**config.mk**
```make
export PLATFORM = sky130hd
export DESIGN_NAME = tff_toggle_seq
export DESIGN_NICKNAME = d
export VERILOG_FILES = /design/src/rtl/tff_toggle_seq.sv
export SDC_FILE = /design/constraint.sdc
export NUM_CORES = 1
export LEC_CHECK = 0
export CAP_MARGIN = 40
export CORE_UTILIZATION = 31
export DETAILED_ROUTE_END_ITERATION = 6
export GPL_ROUTABILITY_DRIVEN = 0
export PLACE_DENSITY = 0.55
export SLEW_MARGIN = 25
export SYNTH_ARGS = -nofsm -noshare
export SYNTH_HDL_FRONTEND = slang
export SYNTH_SLANG_ARGS = --single-unit
```
**constraint.sdc**
```tcl
create_clock -name clk -period 3.5 [get_ports clk]
set_clock_uncertainty 0.2 [all_clocks]
set_input_delay 0.35 -clock clk [delete_from_list [all_inputs] [get_ports clk]]
set_output_delay 0.35 -clock clk [all_outputs]
set_load 0.01 [all_outputs]
```
**src/rtl/tff_toggle_seq.sv**
```systemverilog
// tff_toggle_seq: programmable t-pulse generator driving a negedge T flip-flop stage
module tff_toggle_seq #(
  parameter int DIV_W = 8,
  parameter int CNT_W = 8
) (
  input  logic             clk,
  input  logic             rst_n,
  input  logic             start,
  input  logic             abort,
  input  logic [DIV_W-1:0] div,
  input  logic [CNT_W-1:0] burst,
  output logic             t,
  output logic             busy,
  output logic             done,
  output logic [CNT_W-1:0] remaining
);
  localparam logic [1:0] IDLE = 2'd0;
  localparam logic [1:0] RUN  = 2'd1;
  localparam logic [1:0] DONE = 2'd2;
  logic [1:0]       state;
  logic [DIV_W-1:0] period;
  logic [DIV_W-1:0] presc;
  logic             cont;
  logic             fire;
  logic             last;
  assign fire = presc == '0;
  assign last = !cont && remaining == CNT_W'(1);
  // Sequencer: a pulse fires whenever the prescaler reaches zero; the final finite pulse parks in DONE for one cycle
  always_ff @(posedge clk or negedge rst_n) begin
    if (!rst_n) begin
      state     <= IDLE;
      period    <= '0;
      presc     <= '0;
      cont      <= 1'b0;
      t         <= 1'b0;
      busy      <= 1'b0;
      done      <= 1'b0;
      remaining <= '0;
    end else if (state == IDLE) begin
      t    <= 1'b0;
      busy <= 1'b0;
      done <= 1'b0;
      if (start && !abort) begin
        state     <= RUN;
        busy      <= 1'b1;
        period    <= div;
        presc     <= div;
        remaining <= burst;
        cont      <= burst == '0;
      end
    end else if (state == RUN) begin
      if (abort) begin
        state     <= IDLE;
        t         <= 1'b0;
        busy      <= 1'b0;
        remaining <= '0;
      end else if (fire) begin
        t     <= 1'b1;
        presc <= period;
        if (!cont) remaining <= remaining - CNT_W'(1);
        if (last) state <= DONE;
      end else begin
        t     <= 1'b0;
        presc <= presc - DIV_W'(1);
      end
    end else begin
      state <= IDLE;
      t     <= 1'b0;
      busy  <= 1'b0;
      done  <= state == DONE;
    end
  end
endmodule
```
# [Word-level counts from Yosys, hierarchy flattened]
# Index checks and enable logic that the tools add are counted.
[word_totals] ff_bits=30 input_bits=20 output_inout_bits=11 elab_cells=60
[classes] addsub=2 n_eq_ne=10 muxes=27 n_reduce_logical=13
[op_table] cell="2-to-1 mux 8 bit" count=11
[op_table] cell="logical NOT 8 bit" count=2
[op_table] cell="subtractor 8 x 1 -> 8 bit (second input constant)" count=2
[op_table] cell="2-to-1 mux 2 bit" count=6
[op_table] cell="2-to-1 mux 1 bit" count=10
[op_table] cell="== test 8 x 1 -> 1 bit (second input constant)" count=1
[op_table] cell="!= test 4 bit (second input constant)" count=2
[op_table] cell="AND reduction 3 bit" count=2
[op_table] cell="!= test 2 x 1 -> 1 bit (second input constant)" count=2
[op_table] cell="AND reduction 4 bit" count=1
[op_table] cell="!= test 3 x 2 -> 1 bit (second input constant)" count=1
[op_table] cell="!= test 3 bit (second input constant)" count=1
[op_table] cell="nonzero test 3 bit" count=1
[op_table] cell="== test 2 x 1 -> 1 bit (second input constant)" count=1
[op_table] cell="== test 2 bit (second input constant)" count=1
[op_table] cell="logical AND 1 bit" count=2
[op_table] cell="logical NOT 1 bit" count=2
[op_table] cell="logical NOT 2 bit" count=1
[op_table] cell="!= test 2 bit (second input constant)" count=1
[op_table] cell="AND reduction 2 bit" count=1
[op_table] cell="nonzero test 2 bit" count=1

# [Logic depth before layout (Yosys ltp)]
[logic_depth] word_depth=7 depth_mapped=7

# [Worst setup path before layout]
# No wires, ideal clock.
[synth_path] kind="flip-flop to flip-flop" startpoint="register presc[3]" endpoint="register presc[7]" setup_time_ns=0.121 t_arrival_ns=1.722 required_time_ns=3.179 slack_ns=1.457 path_stages_with_launch=5 n_path_buf=0 synth_period_minus_slack_ns=2.043 path_cell_list="dfrtp_1 or4_1 or4_1 a21o_1 a22o_1"
[synth_between] elab_chain_cells=5 elab_cells_between_ends=6 cone_classes="1 x add/sub; 4 x mux; 1 x reduce/logical"
[synth_lines] item="start, declared" line="22" text="logic [DIV_W-1:0] presc;"
[synth_lines] item="start signal, assigned" line="47" text="presc <= div;"
[synth_lines] item="start signal, assigned" line="59" text="presc <= period;"
[synth_lines] item="start signal, assigned" line="64" text="presc <= presc - DIV_W'(1);"
[synth_lines] item="subtractor 8 x 1 -> 8 bit or logical NOT 8 bit (tied branches)" line="64, 26"
[synth_lines] item="2-to-1 mux 8 bit *" line="57" text="end else if (fire) begin"
[synth_lines] item="2-to-1 mux 8 bit *" line="52" text="if (abort) begin"
[synth_lines] item="2-to-1 mux 8 bit *" line="51" text="end else if (state == RUN) begin"
[synth_lines] item="2-to-1 mux 8 bit *" line="39" text="end else if (state == IDLE) begin"
# Every way passes the cells marked *; elsewhere a longest branch is shown, timed or not. The select of a mux whose other input is x is not followed.
# A chain may end at the register's enable or synchronous reset.

# [Worst setup path after layout]
[layout_path] startpoint="register presc[0]" endpoint="register remaining[1]"
[layout_between] elab_chain_cells=3
[layout_lines] item="logical NOT 8 bit" line="26" text="assign fire = presc == '0;"
[layout_lines] item="nonzero test 3 bit (no source line)"
[layout_lines] item="AND reduction 4 bit (no source line)"
[layout_lines] item="end signal, assigned" line="48" text="remaining <= burst;"
[layout_lines] item="end signal, assigned" line="60" text="if (!cont) remaining <= remaining - CNT_W'(1);"
[layout_lines] item="end, declared" line="15" text="output logic [CNT_W-1:0] remaining"
# Every way passes these cells.

==> flow_summary.yaml <==
die:
  die_area_sq_um: 5840
  core_sq_um: 5200
  die_w_um: 76.4
  initial_core_util_pct: 33.0
  die_h_um: 76.4
  rows: 26
  ioPinCount: 31
final_layout:
  layout-drive-gt1-share_pct: 7.39
  most-common-layout-cells: "34 x nand2_1, 30 x dfrtp_1, 30 x clkdlybuf4s50_1"
  num-fill-cells: 535
  final_util_pct: 42.2
  syn2layout_area_growth_pct: 27.8
  layout_commonest_cell: "nand2_1"
  antenna_cells: 0
  fin_nets: 253
routing:
  ant_nets: 0
  wirelength_um: 4350
  via_count: 1563
  drt-initial-drc-count: 65
  dr.pass1.iters: 4
  wl_per_cell_um: 14.5
  vias_per_cell: 5.21
  drc_errors: 0
clock_tree:
  cts_buffer_depth: 2
  htree_levels: 2
  cts_resized: 0
  worstSkewPairLatency_ns: 0.28
  post-cts-setup-buffers: 0
  clk_pin_slew_worst_paths_ns: 0.07
  cts.sinks: 30
  hold_buffers: 0
  root_buffer: "clkbuf_8"
  cts_buffers: 5
  cts_tree: "built"
placement:
  io_buffers: 30
  dp_hpwl_um: 3100
timing:
  rsz0062_at_grt: "no"
  setup_viol: 0
  max_freq_ghz: 0.438
  period_share_pct: 65.2
  tightestPinTransition_ns: 0.593
  setup_tns_ns: 0
  hold_viol_final: 0
  slew_headroom_pct: 60.2
  layout_min_cycle_time_ns: 2.28
  drv_slew: 0
synthesis:
  ys_ff_latch: 30
  synth_cells: 196
  avgSynthCellArea_sq_um: 8.76
  synth_edf_count: 0
  yosysSeqAreaShare_pct: 43.7
  ys_warn_count: 0
  synth_nets: 220
  yosysUniqueCellTypes: 44
  ys_async_sr_fraction_pct: 100
  syn_area_sq_um: 1720
  ys.flop_type: "dfrtp_1"
critical_path:
  crit_chain: "inv_1, ha_1, nor4b_1, a21oi_1, or2_1, mux2i_1"
  start_kind: "flip-flop"
  worstPathArrival_ns: 2.24
  cp_max_fo: 8
  path_buf_inv: 1
  worstSetupEndpointType: "flip-flop"
  path_class: "reg2reg"
  crit_family: "simple AND/OR/NAND/NOR gates"
  crit_required_ns: 3.46
  slowest_delay_ns: 0.43
  slowest_stage: "dfrtp_1"
global_route:
  antenna_found_initial: 0
  grt_pass1_vias: 1503
  grt_usage_pct: 16.2
  grt.overflow.total: 0
  grt_max_degree: 31
  grt_pass1_wl_um: 7270
pwr:
  max-vdd-ir-drop_mv: 0.194
  power.density_nw_per_um2: 532
  p_leak_nw: 0.951
run:
  cap_violations: 0
status:
  status: "finished, final reports clean"
hold_path:
  min_path_type: "in2async"
## cells by family (layout without fill, tap and decap cells)
| group | count (synthesis) | count (layout) | share of synthesized area, % |
|---|---|---|---|
| AND/OR/NAND/NOR | 93 | 93 | 27.0 |
| AO/OA/AOI/OAI | 46 | 46 | 17.3 |
| flip-flops | 30 | 30 | 43.7 |
| buffers and inverters | 12 | 46 | 2.70 |
| multiplexers | 8 | 8 | 4.74 |
| adder cells (fa/ha/maj) | 4 | 4 | 2.92 |
| XOR/XNOR | 3 | 3 | 1.53 |
## through the flow
stage	setup slack (ns)	hold WS, ns	area (sq um)	cells	total power [mW]
5_1_grt	1.03	0.283	2190	300	1.25
6_report	1.22	0.254	2190	300	1.17
4_1_cts	1.23	0.269	2190	299	1.17
2_1_floorplan	1.46	-0.146	1720	196	0.723
3_3_place_gp	1.09	0.266	2090	291	0.880
3_5_place_dp	1.03	0.274	2090	291	0.874
## sequential cells by signal (all words and copies together) (netlist names)
register / count
state: 2
done: 1
period: 8
busy: 1
remaining: 8
presc: 8
cont: 1
t: 1
## synthesized netlist by cell type, types with 2 or more instances
cell type	number	share of area, %
a22oi_1	6	2.6
nor3b_1	4	1.7
dfrtp_1	30	44
a21oi_1	10	2.9
o31ai_1	6	2.6
xor2_1	3	1.5
nand2_1	34	7.4
inv_1	5	1.1
o21ai_0	4	1.2
nor2b_1	2	0.73
or3_1	4	1.5
nor3_1	12	3.5
nor4_1	4	1.5
ha_1	4	2.9
o21ai_1	6	1.7
and2_1	2	0.73
or4_1	4	1.7
nor2_1	15	3.3
nand3_1	3	0.87
clkbuf_1	6	1.3
mux2i_1	7	4.1
o22ai_1	3	1.1
## worst register-to-register path, delay by kind of cell, from the launching register on
kind | cells | cell delay (ns)
and+or+nand+nor | 2 | 0.79
DFF | 1 | 0.43
adders and majority gates | 1 | 0.22
AOI/OAI and AO/OA | 1 | 0.22
muxes | 1 | 0.16
buffers and inverters | 1 | 0.14
## where the power goes
part / leakage [nW] / internal (mW) / switching, mW
clock: 0.0472 / 0.158 / 0.139
combinational: 0.528 / 0.183 / 0.178
sequential: 0.376 / 0.416 / 0.0945
total: 0.951 / 0.757 / 0.411
## final timing paths
kind / start / end / slack [ns] / depth (start not counted)
min: rst_n / remaining[1]$_DFFE_PN0P_ / 0.25 / 2
min reg2reg: period[5]$_DFFE_PN0P_ / period[5]$_DFFE_PN0P_ / 0.29 / 2
min in group clk: period[5]$_DFFE_PN0P_ / period[5]$_DFFE_PN0P_ / 0.29 / 2
max reg2reg: presc[0]$_DFFE_PN0P_ / remaining[1]$_DFFE_PN0P_ / 1.22 / 6
max in group asynchronous: rst_n / done$_DFFE_PN0N_ / 2.55 / 2
max: presc[0]$_DFFE_PN0P_ / remaining[1]$_DFFE_PN0P_ / 1.22 / 6
## final cells by class
| class | count | area [sq um] | area share, % |
|---|---|---|---|
| clock buffer | 6 | 82.6 | 3.76 |
| clock inverter | 2 | 12.5 | 0.570 |
| timing repair buffer | 33 | 323 | 14.7 |
| tap | 70 | 87.6 | 3.99 |
| sequential | 30 | 751 | 34.2 |
| multi-input combinational | 154 | 920 | 41.9 |
| inverter | 5 | 18.8 | 0.855 |
## routing by layer
metal	global-route usage, %	part of all wire [%]	wire length [um]
met1	21.8	50	2160
met3	4.19	4.5	195
met4	6.73	1.7	73
met5	0	0	0
met2	24.5	44	1920
(Power assumes the default switching activity.)
